[src/rtl/core_alu_issue_pkg.sv]
// Shared constants for the ALU issue stage: ALU function codes, enable
// levels and the RV32I opcodes this unit decodes.
package core_alu_issue_pkg;

   localparam int XLEN       = 32;
   localparam int ALU_FUNC_W = 4;

   typedef enum logic [ALU_FUNC_W-1:0] {
      ALU_FUNC_ADD  = 4'd0,
      ALU_FUNC_SUB  = 4'd1,
      ALU_FUNC_SLL  = 4'd2,
      ALU_FUNC_SLT  = 4'd3,
      ALU_FUNC_SLTU = 4'd4,
      ALU_FUNC_XOR  = 4'd5,
      ALU_FUNC_SRL  = 4'd6,
      ALU_FUNC_SRA  = 4'd7,
      ALU_FUNC_OR   = 4'd8,
      ALU_FUNC_AND  = 4'd9
   } alu_func_e;

   localparam logic ALU_ENABLE  = 1'b1;
   localparam logic ALU_DISABLE = 1'b0;

   localparam logic [6:0] OPC_OP    = 7'b0110011;
   localparam logic [6:0] OPC_OPIMM = 7'b0010011;
   localparam logic [6:0] OPC_LUI   = 7'b0110111;
   localparam logic [6:0] OPC_AUIPC = 7'b0010111;

endpackage

[src/rtl/core_alu_issue_decode.sv]
// Combinational decode of OP / OP-IMM / LUI / AUIPC into ALU operands,
// function code, destination and write enable.
module core_alu_issue_decode
   import core_alu_issue_pkg::*;
(
   input  logic [31:0]           inst,
   input  logic [31:0]           inst_pc,
   input  logic [31:0]           rs1_data,
   input  logic [31:0]           rs2_data,
   output logic [31:0]           op1,
   output logic [31:0]           op2,
   output logic [ALU_FUNC_W-1:0] func,
   output logic [4:0]            rd,
   output logic                  we,
   output logic                  illegal
);

   logic [6:0]  w_opc;
   logic [2:0]  w_f3;
   logic [6:0]  w_f7;
   logic [31:0] w_imm_i;
   logic [31:0] w_imm_u;

   assign w_opc   = inst[6:0];
   assign w_f3    = inst[14:12];
   assign w_f7    = inst[31:25];
   assign w_imm_i = {{20{inst[31]}}, inst[31:20]};
   assign w_imm_u = {inst[31:12], 12'b0};

   always_comb begin
      op1     = rs1_data;
      op2     = rs2_data;
      func    = ALU_FUNC_ADD;
      illegal = 1'b0;
      rd      = inst[11:7];
      case (w_opc)
         OPC_OP: begin
            if (w_f7 == 7'b0000000) begin
               case (w_f3)
                  3'b000: func = ALU_FUNC_ADD;
                  3'b001: begin func = ALU_FUNC_SLL; op2 = {27'b0, rs2_data[4:0]}; end
                  3'b010: func = ALU_FUNC_SLT;
                  3'b011: func = ALU_FUNC_SLTU;
                  3'b100: func = ALU_FUNC_XOR;
                  3'b101: begin func = ALU_FUNC_SRL; op2 = {27'b0, rs2_data[4:0]}; end
                  3'b110: func = ALU_FUNC_OR;
                  default: func = ALU_FUNC_AND;
               endcase
            end else if (w_f7 == 7'b0100000 && w_f3 == 3'b000) begin
               func = ALU_FUNC_SUB;
            end else if (w_f7 == 7'b0100000 && w_f3 == 3'b101) begin
               func = ALU_FUNC_SRA;
               op2  = {27'b0, rs2_data[4:0]};
            end else begin
               illegal = 1'b1;
            end
         end
         OPC_OPIMM: begin
            op2 = w_imm_i;
            case (w_f3)
               3'b000: func = ALU_FUNC_ADD;
               3'b010: func = ALU_FUNC_SLT;
               3'b011: func = ALU_FUNC_SLTU;
               3'b100: func = ALU_FUNC_XOR;
               3'b110: func = ALU_FUNC_OR;
               3'b111: func = ALU_FUNC_AND;
               3'b001: begin
                  func    = ALU_FUNC_SLL;
                  op2     = {27'b0, inst[24:20]};
                  illegal = (w_f7 != 7'b0000000);
               end
               default: begin
                  op2 = {27'b0, inst[24:20]};
                  if (w_f7 == 7'b0000000)      func = ALU_FUNC_SRL;
                  else if (w_f7 == 7'b0100000) func = ALU_FUNC_SRA;
                  else                         illegal = 1'b1;
               end
            endcase
         end
         OPC_LUI: begin
            op1 = '0;
            op2 = w_imm_u;
         end
         OPC_AUIPC: begin
            op1 = inst_pc;
            op2 = w_imm_u;
         end
         default: illegal = 1'b1;
      endcase
      we = !illegal && (rd != 5'd0);
   end

endmodule

[src/rtl/core_alu_issue.sv]
// Two-stage execute initiator: S1 presents operands to the external ALU,
// S2 captures the result and hands it to writeback under valid/ready.
module core_alu_issue
   import core_alu_issue_pkg::*;
#(
   parameter logic [XLEN-1:0] RESET_PC = '0
) (
   input  logic                  clk,
   input  logic                  rst_n,
   input  logic                  flush,
   input  logic                  inst_valid,
   output logic                  inst_ready,
   input  logic [31:0]           inst,
   input  logic [XLEN-1:0]       inst_pc,
   input  logic [XLEN-1:0]       rs1_data,
   input  logic [XLEN-1:0]       rs2_data,
   output logic                  alu_en,
   output logic [XLEN-1:0]       alu_op1,
   output logic [XLEN-1:0]       alu_op2,
   output logic [ALU_FUNC_W-1:0] alu_func,
   input  logic [XLEN-1:0]       alu_res,
   output logic                  wb_valid,
   input  logic                  wb_ready,
   output logic                  wb_we,
   output logic [4:0]            wb_rd,
   output logic [XLEN-1:0]       wb_data,
   output logic [XLEN-1:0]       wb_pc,
   output logic                  wb_illegal
);

   logic [XLEN-1:0]       w_op1, w_op2;
   logic [ALU_FUNC_W-1:0] w_func;
   logic [4:0]            w_rd;
   logic                  w_we, w_illegal;
   logic                  w_s1_adv, w_s2_adv, w_accept, w_s1_move;

   logic                  r_s1_valid, r_s1_we, r_s1_ill;
   logic [XLEN-1:0]       r_s1_op1, r_s1_op2, r_s1_pc;
   logic [ALU_FUNC_W-1:0] r_s1_func;
   logic [4:0]            r_s1_rd;

   logic                  r_s2_valid, r_s2_we, r_s2_ill;
   logic [XLEN-1:0]       r_s2_data, r_s2_pc;
   logic [4:0]            r_s2_rd;

   core_alu_issue_decode u_decode (
      .inst     (inst),
      .inst_pc  (inst_pc),
      .rs1_data (rs1_data),
      .rs2_data (rs2_data),
      .op1      (w_op1),
      .op2      (w_op2),
      .func     (w_func),
      .rd       (w_rd),
      .we       (w_we),
      .illegal  (w_illegal)
   );

   assign w_s2_adv  = !r_s2_valid || wb_ready;
   assign w_s1_adv  = !r_s1_valid || w_s2_adv;
   assign w_accept  = inst_valid && w_s1_adv;
   assign w_s1_move = r_s1_valid && w_s2_adv;

   // S1 only loads on accept, so operands stay bit-stable to the ALU while blocked
   always_ff @(posedge clk or negedge rst_n) begin
      if (!rst_n) begin
         r_s1_valid <= 1'b0;
         r_s1_op1   <= '0;
         r_s1_op2   <= '0;
         r_s1_func  <= ALU_FUNC_ADD;
         r_s1_rd    <= '0;
         r_s1_we    <= 1'b0;
         r_s1_ill   <= 1'b0;
         r_s1_pc    <= RESET_PC;
      end else if (flush) begin
         r_s1_valid <= 1'b0;
      end else if (w_accept) begin
         r_s1_valid <= 1'b1;
         r_s1_op1   <= w_op1;
         r_s1_op2   <= w_op2;
         r_s1_func  <= w_func;
         r_s1_rd    <= w_rd;
         r_s1_we    <= w_we;
         r_s1_ill   <= w_illegal;
         r_s1_pc    <= inst_pc;
      end else if (w_s1_move) begin
         r_s1_valid <= 1'b0;
      end
   end

   always_ff @(posedge clk or negedge rst_n) begin
      if (!rst_n) begin
         r_s2_valid <= 1'b0;
         r_s2_data  <= '0;
         r_s2_rd    <= '0;
         r_s2_we    <= 1'b0;
         r_s2_ill   <= 1'b0;
         r_s2_pc    <= RESET_PC;
      end else if (flush) begin
         r_s2_valid <= 1'b0;
      end else if (w_s1_move) begin
         r_s2_valid <= 1'b1;
         r_s2_data  <= r_s1_ill ? '0 : alu_res;
         r_s2_rd    <= r_s1_rd;
         r_s2_we    <= r_s1_we;
         r_s2_ill   <= r_s1_ill;
         r_s2_pc    <= r_s1_pc;
      end else if (wb_ready) begin
         r_s2_valid <= 1'b0;
      end
   end

   assign inst_ready = w_s1_adv;
   assign alu_en     = r_s1_valid ? ALU_ENABLE : ALU_DISABLE;
   assign alu_op1    = r_s1_op1;
   assign alu_op2    = r_s1_op2;
   assign alu_func   = r_s1_func;
   assign wb_valid   = r_s2_valid;
   assign wb_we      = r_s2_we;
   assign wb_rd      = r_s2_rd;
   assign wb_data    = r_s2_data;
   assign wb_pc      = r_s2_pc;
   assign wb_illegal = r_s2_ill;

endmodule

[config.mk]
export PLATFORM = sky130hd
export DESIGN_NAME = core_alu_issue
export DESIGN_NICKNAME = d
export VERILOG_FILES = /design/src/rtl/core_alu_issue_pkg.sv /design/src/rtl/core_alu_issue_decode.sv /design/src/rtl/core_alu_issue.sv
export SDC_FILE = /design/constraint.sdc
export NUM_CORES = 1
export LEC_CHECK = 0
export BUFFER_PORTS_ARGS = -buffer_cell sky130_fd_sc_hd__clkbuf_2
export CORE_AREA = 10 10 165 129
export CTS_CLUSTER_SIZE = 16
export DETAILED_ROUTE_END_ITERATION = 6
export DIE_AREA = 0 0 175 139
export GPL_TIMING_DRIVEN = 0
export PLACE_DENSITY = 0.8
export SKIP_CTS_REPAIR_TIMING = 1
export SLEW_MARGIN = 30
export SYNTH_ARGS = -nofsm -noshare
export SYNTH_HDL_FRONTEND = slang
export SYNTH_SLANG_ARGS = --single-unit
[constraint.sdc]
create_clock -name clk -period 4.4 [get_ports clk]
set_clock_uncertainty 0.2 [all_clocks]
set_input_delay 0.66 -clock clk [delete_from_list [all_inputs] [get_ports clk]]
set_output_delay 0.66 -clock clk [all_outputs]
set_load 0.01 [all_outputs]
==> results.yml, run 1 <==
sta:
  period_share_pct: 64.2
  maxSlewHeadroom_pct: 42.5
  slew_viol_final: 0
  post-route-min-period_ps: 2830
  fmax_mhz: 354
  final-hold-violation-count: 0
  rsz0062_at_grt: "no"
  worstMarginPinSlew_ps: 862
  timing.setup.tns_ps: 0
  setup_viol: 0
logic_synthesis:
  synth_top_cell_area_share_pct: 56.6
  synth_area_mm2: 0.00796
  synth-async-reset-ratio_pct: 100
  avgSynthCellArea_um2: 9.77
  yosys_warnings: 0
  synth_ff_type: "dfrtp_1"
  synth.area.top_cells: "dfrtp_1 57%, nand2_1 9.3%, mux2_2 5.5%"
  yosysTopAreaCell: "dfrtp_1"
  ys_seq_area_share_pct: 56.6
  synth_cell_types: 50
  synth_edf_count: 0
  synth_nets: 979
  ys_seq_elements: 180
  netlist_instances: 814
grt:
  grt_usage_pct: 22.3
  grt_pass1_vias: 7676
  overflow: 0
  grt_pass1_wl_mm: 43.1
  grt_max_degree: 81
  antenna_found_initial: 0
die:
  core_mm2: 0.0181
  initial_core_util_pct: 44.0
  die_width_um: 175
  rows: 43
  dieArea_mm2: 0.0243
  ios: 307
  die_y_um: 139
job:
  maxCapViolations: 0
setup_path:
  crit_path_top_delay_cell: "clkbuf_1"
  cp_data_arrival_time_ps: 2900
  cp_top_family: "buffers and inverters"
  rr_worst_depth: 6
  crit_chain: "and3b_1 -> nor2_1 -> clkbuf_1 -> buf_2 -> clkbuf_1 -> a31oi_1"
  critPathLaunchType: "flop"
  startpoint: "r_s1_valid"
  regToRegEndpoint: "alu_op1[5]"
  reg2reg_from: "r_s1_valid"
  critPathKind: "reg -> reg"
  critPathBufInv: 3
  reg2reg_slack_ps: 1570
  cp_slowest_stage_delay_ps: 540
  critical_path_required_ps: 4470
  crit_path_frequent_cell: "clkbuf_1"
  critPathMaxFanout: 10
  end_kind: "flop"
final_layout:
  nets: 1303
  area_growth_pct: 31.3
  drive_above_1_share_pct: 34.1
  diodes: 0
power:
  power_switching_mw: 1.32
  p_leak_nw: 5.09
  p_clk_share_pct: 35.1
  ir_drop_mv: 0.265
  share_seq_of_total_power_pct: 46.1
  p_total_mw: 4.39
  power-per-cell-area_mw_per_mm2: 420
  sw_frac_of_total_pct: 30.1
  p_int_mw: 3.06
  comb_power_share_pct: 18.8
worst_hold_path:
  hold_depth: 3
  whs_endpoint: "r_s1_pc[17]"
  min_from: "inst_pc[17]"
  hold_path.class: "in -> reg"
placed_design:
  io_buffer_count: 302
  dp_hpwl_mm: 21.3
  gp_congestion: 0.882
drt:
  drtAntennaViolNets: 0
  wl_per_cell_um: 19.9
  drt-initial-drc-count: 664
  vias_per_cell: 5.29
  wl_mm: 27.8
  drc_errors: 0
  first_pass_iters: 5
  vias: 7398
clock_network:
  cts.path.max_buffers: 2
  path_clk_slew_ps: 80
  clock_latency_ps: 430
  clock-sinks: 180
  numCtsBuffers: 17
  cts_tree: "yes"
  htree_levels: 4
  cts_root_buf: "clkbuf_16"
outcome:
  status: "completed"
[worst min-delay path: stages]
cell and delay, ps:
clkbuf_2 90, nand2_1 40, nand2_1 40
[cells by family after synthesis]
| logic type | synth area share, % |
|---|---|
| muxes | 5.52 |
| buffers and inverters | 3.49 |
| AOI/OAI and AO/OA | 12.3 |
| xor gates and xnor gates | 0.330 |
| and+or+nand+nor | 21.8 |
| DFF | 56.6 |
[metrics by stage]
stage               area, um2  instances  util (%)  hold slack, ps  setup WS [ps]
floorplan                7960        814         -             164           2020
global placement         9780       1363      54.1             254           -896
detailed placement       9840       1365      54.4             259           1150
CTS                     10400       1397      57.7            -102           1490
global route            10400       1398      57.8             243           1400
finish                  10400       1398      57.8             241           1570
[power groups by stage]
| stage | combinational (mW) | sequential [mW] | clock, mW |
|---|---|---|---|
| 2_1_floorplan | 0.295 | 2.12 | 0 |
| 3_3_place_gp | 0.807 | 2.04 | 0 |
| 3_5_place_dp | 0.831 | 2.05 | 0 |
| 4_1_cts | 0.833 | 2.02 | 1.57 |
| 5_1_grt | 0.909 | 2.05 | 1.64 |
| 6_report | 0.824 | 2.02 | 1.54 |
[cell usage in the layout (no fill, tap or decap), drive strengths merged, types with 2 or more instances in the layout]
cell type,n
nand2b,37
nand3b,34
nor2,71
or3b,2
or4,2
xnor2,2
mux2,39
o211ai,7
nand3,12
nor4,3
clkinv,6
dfrtp,180
o21ai,54
nor3,2
nand2,197
o22ai,20
a2111oi,2
a211oi,20
a221oi,5
o311ai,2
nor2b,3
clkbuf,375
or2,2
buf,11
o31ai,2
a31oi,32
inv,9
[layer usage]
metal | vias up | track usage (%) | part of all wire [%]
met5 | - | 0 | 0
met4 | 0 | 7.26 | 2.2
met3 | 39 | 7.89 | 9.8
met2 | 354 | 35.5 | 47
met1 | 3569 | 27.7 | 42
li1 | 3436 | - | -
[synthesized netlist by cell type (2+ instances only)]
library cell	n
nand2_1	197
dfrtp_1	180
nor2_1	71
clkbuf_1	55
o21ai_0	54
mux2_2	39
nand2b_1	37
nand3b_1	34
a31oi_1	32
a211oi_1	20
o22ai_1	20
nand3_1	12
o211ai_1	7
buf_2	6
a221oi_1	5
buf_6	3
nor2b_1	3
inv_1	2
nor4_2	2
o31ai_1	2
or2_2	2
or4_1	2
xnor2_1	2
[flip-flops by register name, indices dropped and copies added (netlist names)]
name and flops:
r_s1_pc 32, alu_func 4, wb_rd 5, wb_pc 32, wb_valid 1, r_s1_we 1, wb_data 32, wb_illegal 1
r_s1_valid 1, alu_op2 32, wb_we 1, r_s1_rd 5, r_s1_ill 1, alu_op1 32
[layout make-up]
class / instances / area [um2]
clock inverters: 14 / 160
flip-flops and latches: 180 / 4500
repair buffers: 305 / 1590
clock buffers: 18 / 439
multi-input cells: 568 / 3170
plain buffers: 64 / 270
fillers: 1657 / 7630
well taps: 247 / 309
inverters: 2 / 7.51
[how the worst max path moves through the flow]
stage | cells past startpoint | endpoint | slack [ps]
2_1_floorplan | 7 | alu_op2[31] | 2020
3_3_place_gp | 1 | alu_op2[20] | -900
3_5_place_dp | 7 | alu_op1[5] | 1150
4_1_cts | 6 | alu_op1[5] | 1490
5_1_grt | 6 | alu_op1[8] | 1400
6_report | 6 | alu_op1[5] | 1570
No activity file was read; power rests on OpenSTA's default activity.
==> inputs of run 2 (changes only) <==
--- a/config.mk
+++ b/config.mk
@@ -5,13 +5,14 @@
 export SDC_FILE = /design/constraint.sdc
 export NUM_CORES = 1
 export LEC_CHECK = 0
+export ABC_AREA = 1
 export BUFFER_PORTS_ARGS = -buffer_cell sky130_fd_sc_hd__clkbuf_2
-export CORE_AREA = 10 10 165 129
+export CORE_AREA = 10 10 166 129
 export CTS_CLUSTER_SIZE = 16
 export DETAILED_ROUTE_END_ITERATION = 6
-export DIE_AREA = 0 0 175 139
+export DIE_AREA = 0 0 176 139
 export GPL_TIMING_DRIVEN = 0
-export PLACE_DENSITY = 0.8
+export PLACE_DENSITY = 0.82
 export SKIP_CTS_REPAIR_TIMING = 1
 export SLEW_MARGIN = 30
 export SYNTH_ARGS = -nofsm -noshare
==> constraint.sdc (replaced) <==
create_clock -name clk -period 2.5 [get_ports clk]
set_clock_uncertainty 0.2 [all_clocks]
set_input_delay 0.375 -clock clk [delete_from_list [all_inputs] [get_ports clk]]
set_output_delay 0.375 -clock clk [all_outputs]
set_load 0.01 [all_outputs]
==> run 2 against run 1 <==
The run now ends with negative hold slack left. Setup slack lost 1200 ps. Flip-flop and latch count is the same. Routed wire length grew 5.4%. Clock power grew 73%. Largest cell class unchanged.
==> results.yml, run 2 <==
grt:
  grt_pass1_vias: 7506
  grt_usage_pct: 21.1
  grt_use_met2_pct: 34.0
  overflow: 0
  grt_max_degree: 80
  met3_usage_pct: 7.97
  grt_use_met1_pct: 25.8
  antenna_found_initial: 1
  globalRoute.busiestLayer: "met2"
  grt_pass1_wl_mm: 41.1
power:
  ir_drop_mv: 0.375
  p_leak_nw: 6.09
  power_switching_mw: 2.37
  comb_power_share_pct: 19.1
  p_total_mw: 7.62
  sw_frac_of_total_pct: 31.1
  p_int_mw: 5.25
  share_seq_of_total_power_pct: 45.8
  p_clk_share_pct: 35.1
  power-per-cell-area_mw_per_mm2: 678
outcome:
  status: "finished, violations left"
  violations: "negative hold slack"
final_layout:
  nets: 1431
  final_area_mm2: 0.0112
  final_cell_mix: "305 x clkbuf_2, 276 x nand2_1, 180 x dfrtp_1"
  final_common_cell: "clkbuf_2"
  area_growth_pct: 42.8
  drive_above_1_share_pct: 34.6
  finish.utilization_pct: 61.8
  final.fill_count: 1506
sta:
  setup_viol: 0
  slew_viol_final: 0
  maxSlewHeadroom_pct: 61.5
  whs_ps: -6.62
  timing.setup.tns_ps: 0
  worstMarginPinSlew_ps: 577
  worst_slack_ps: 330
  rsz0062_at_grt: "no"
  final-hold-violation-count: 2
  fmax_mhz: 461
  post-route-min-period_ps: 2170
  period_share_pct: 86.8
setup_path:
  critPathBufInv: 5
  critPathMaxFanout: 10
  cp_top_family: "buffers and inverters"
  critPathLaunchType: "input pin"
  crit_path_frequent_cell: "buf_4"
  critPathKind: "in -> reg"
  crit_chain: "dlygate4sd3_1 -> clkbuf_2 -> nor2_1 -> nand2_4 -> inv_2 -> buf_4 -> buf_4 -> nand2_1 -> o211ai_1"
  end_kind: "flop"
  cp_slowest_stage_delay_ps: 540
  cp_data_arrival_time_ps: 2300
  crit_path_top_delay_cell: "dlygate4sd3_1"
  critical_path_required_ps: 2630
  reg2reg_slack_ps: 540
logic_synthesis:
  avgSynthCellArea_um2: 9.24
  synth_top_cell_area_share_pct: 57.2
  synth_edf_count: 0
  ys_seq_area_share_pct: 57.2
  synth.area.top_cells: "dfrtp_1 57%, nand2_1 13%, nor2_1 4.2%"
  yosys_warnings: 0
  synth_area_mm2: 0.00787
  synth-async-reset-ratio_pct: 100
  synth.most_common_cell: "nand2_1"
  synth_cell_types: 29
  netlist_instances: 852
  synthTopCellsByCount: "276 x nand2_1, 180 x dfrtp_1, 88 x nor2_1, 50 x nand3_1, 35 x inv_1"
  yosysTopAreaCell: "dfrtp_1"
  synth_nets: 1017
  synth_ff_type: "dfrtp_1"
  ys_seq_elements: 180
clock_network:
  clock_latency_ps: 430
  path_clk_slew_ps: 80
  cts_root_buf: "clkbuf_16"
  cts.path.max_buffers: 2
  clock-sinks: 180
  htree_levels: 4
  cts_tree: "yes"
  numCtsBuffers: 17
placed_design:
  gp_congestion: 0.872
  placed_area_mm2: 0.00978
  preCtsSetupSlack_ps: 456
  io_buffer_count: 306
  dp_hpwl_mm: 20.9
die:
  die_width_um: 176
  initial_core_util_pct: 43.3
  core_mm2: 0.0182
  rows: 43
  dieArea_mm2: 0.0245
  ios: 307
  die_y_um: 139
drt:
  drc_errors: 0
  drtAntennaViolNets: 0
  wl_mm: 29.3
  drt-initial-drc-count: 660
  first_pass_iters: 6
  wl_per_cell_um: 19.2
  vias: 7898
  vias_per_cell: 5.17
worst_hold_path:
  hold_path.class: "in -> reg"
job:
  maxCapViolations: 0
## run 2: cell count changes after synthesis, sizes merged, moves of 26 or more
cell and delta:
o21ai -42, buf +29, a31oi -26, nand3 +58
nand3b -34, a21oi +40, mux2 -39, nand2b -37
inv +42, nand2 +86, a22o +31, clkbuf -44
## run 2: logic make-up (layout without fill, tap and decap cells)
| logic type | Yosys count | after routing | synth area share, % |
|---|---|---|---|
| DFF | 180 | 180 | 57.2 |
| AOI/OAI and AO/OA | 123 | 123 | 11.5 |
| other | 0 | 1 | 0 |
| and+or+nand+nor | 456 | 456 | 25.5 |
| buffers and inverters | 93 | 520 | 5.80 |
## run 2: stage by stage
stage          instances  hold slack [ps]
5_1_grt             1527            0.855
2_1_floorplan        852             -121
3_5_place_dp        1407              164
6_report            1527            -6.62
3_3_place_gp        1405              254
4_1_cts             1439             -303
## run 2: final timing paths
| path | from | to | depth (start not counted) |
|---|---|---|---|
| min in group asynchronous | rst_n | wb_data[12] | 2 |
| worst min register to register | wb_pc[24] | wb_pc[24] | 2 |
| max in group asynchronous | rst_n | alu_op2[9] | 4 |
| worst max register to register | r_s1_valid | wb_data[16] | 6 |
| worst min-delay path | rs2_data[0] | alu_op2[0] | 3 |
| worst max-delay path | flush | alu_op1[27] | 9 |
## run 2: tightest hold or removal path: cells and delay by family
kind	cells	cell delay, ps
buf+inv	1	80
compound gates	1	70
simple gates	1	50
## run 2: power by group through the flow
stage / Clock [mW] / Sequential (mW) / Combinational, mW
after detailed placement: 0 / 3.54 / 1.34
after global routing: 2.85 / 3.53 / 1.60
after global placement: 0 / 3.53 / 1.30
after floorplan: 0 / 3.65 / 0.489
after CTS: 2.72 / 3.49 / 1.35
final: 2.67 / 3.50 / 1.46
## run 2: layout make-up
cell class              count  area (um2)  area share (%)
clock buffers              18         429            3.82
inverters                  44         165            1.47
repair buffers            395        2470            21.9
plain buffers              49         292            2.59
diodes                      1        2.50          0.0223
multi-input cells         579        2910            25.9
well taps                 247         309            2.75
clock inverters            14         163            1.45
flip-flops and latches    180        4500            40.1
## run 2: routing by layer
metal,vias up,routed length [um],part of all wire (%)
met5,-,0,0
met4,0,572,1.9
li1,3600,-,-
met1,3812,11800,40
met3,55,2840,9.7
met2,431,14100,48
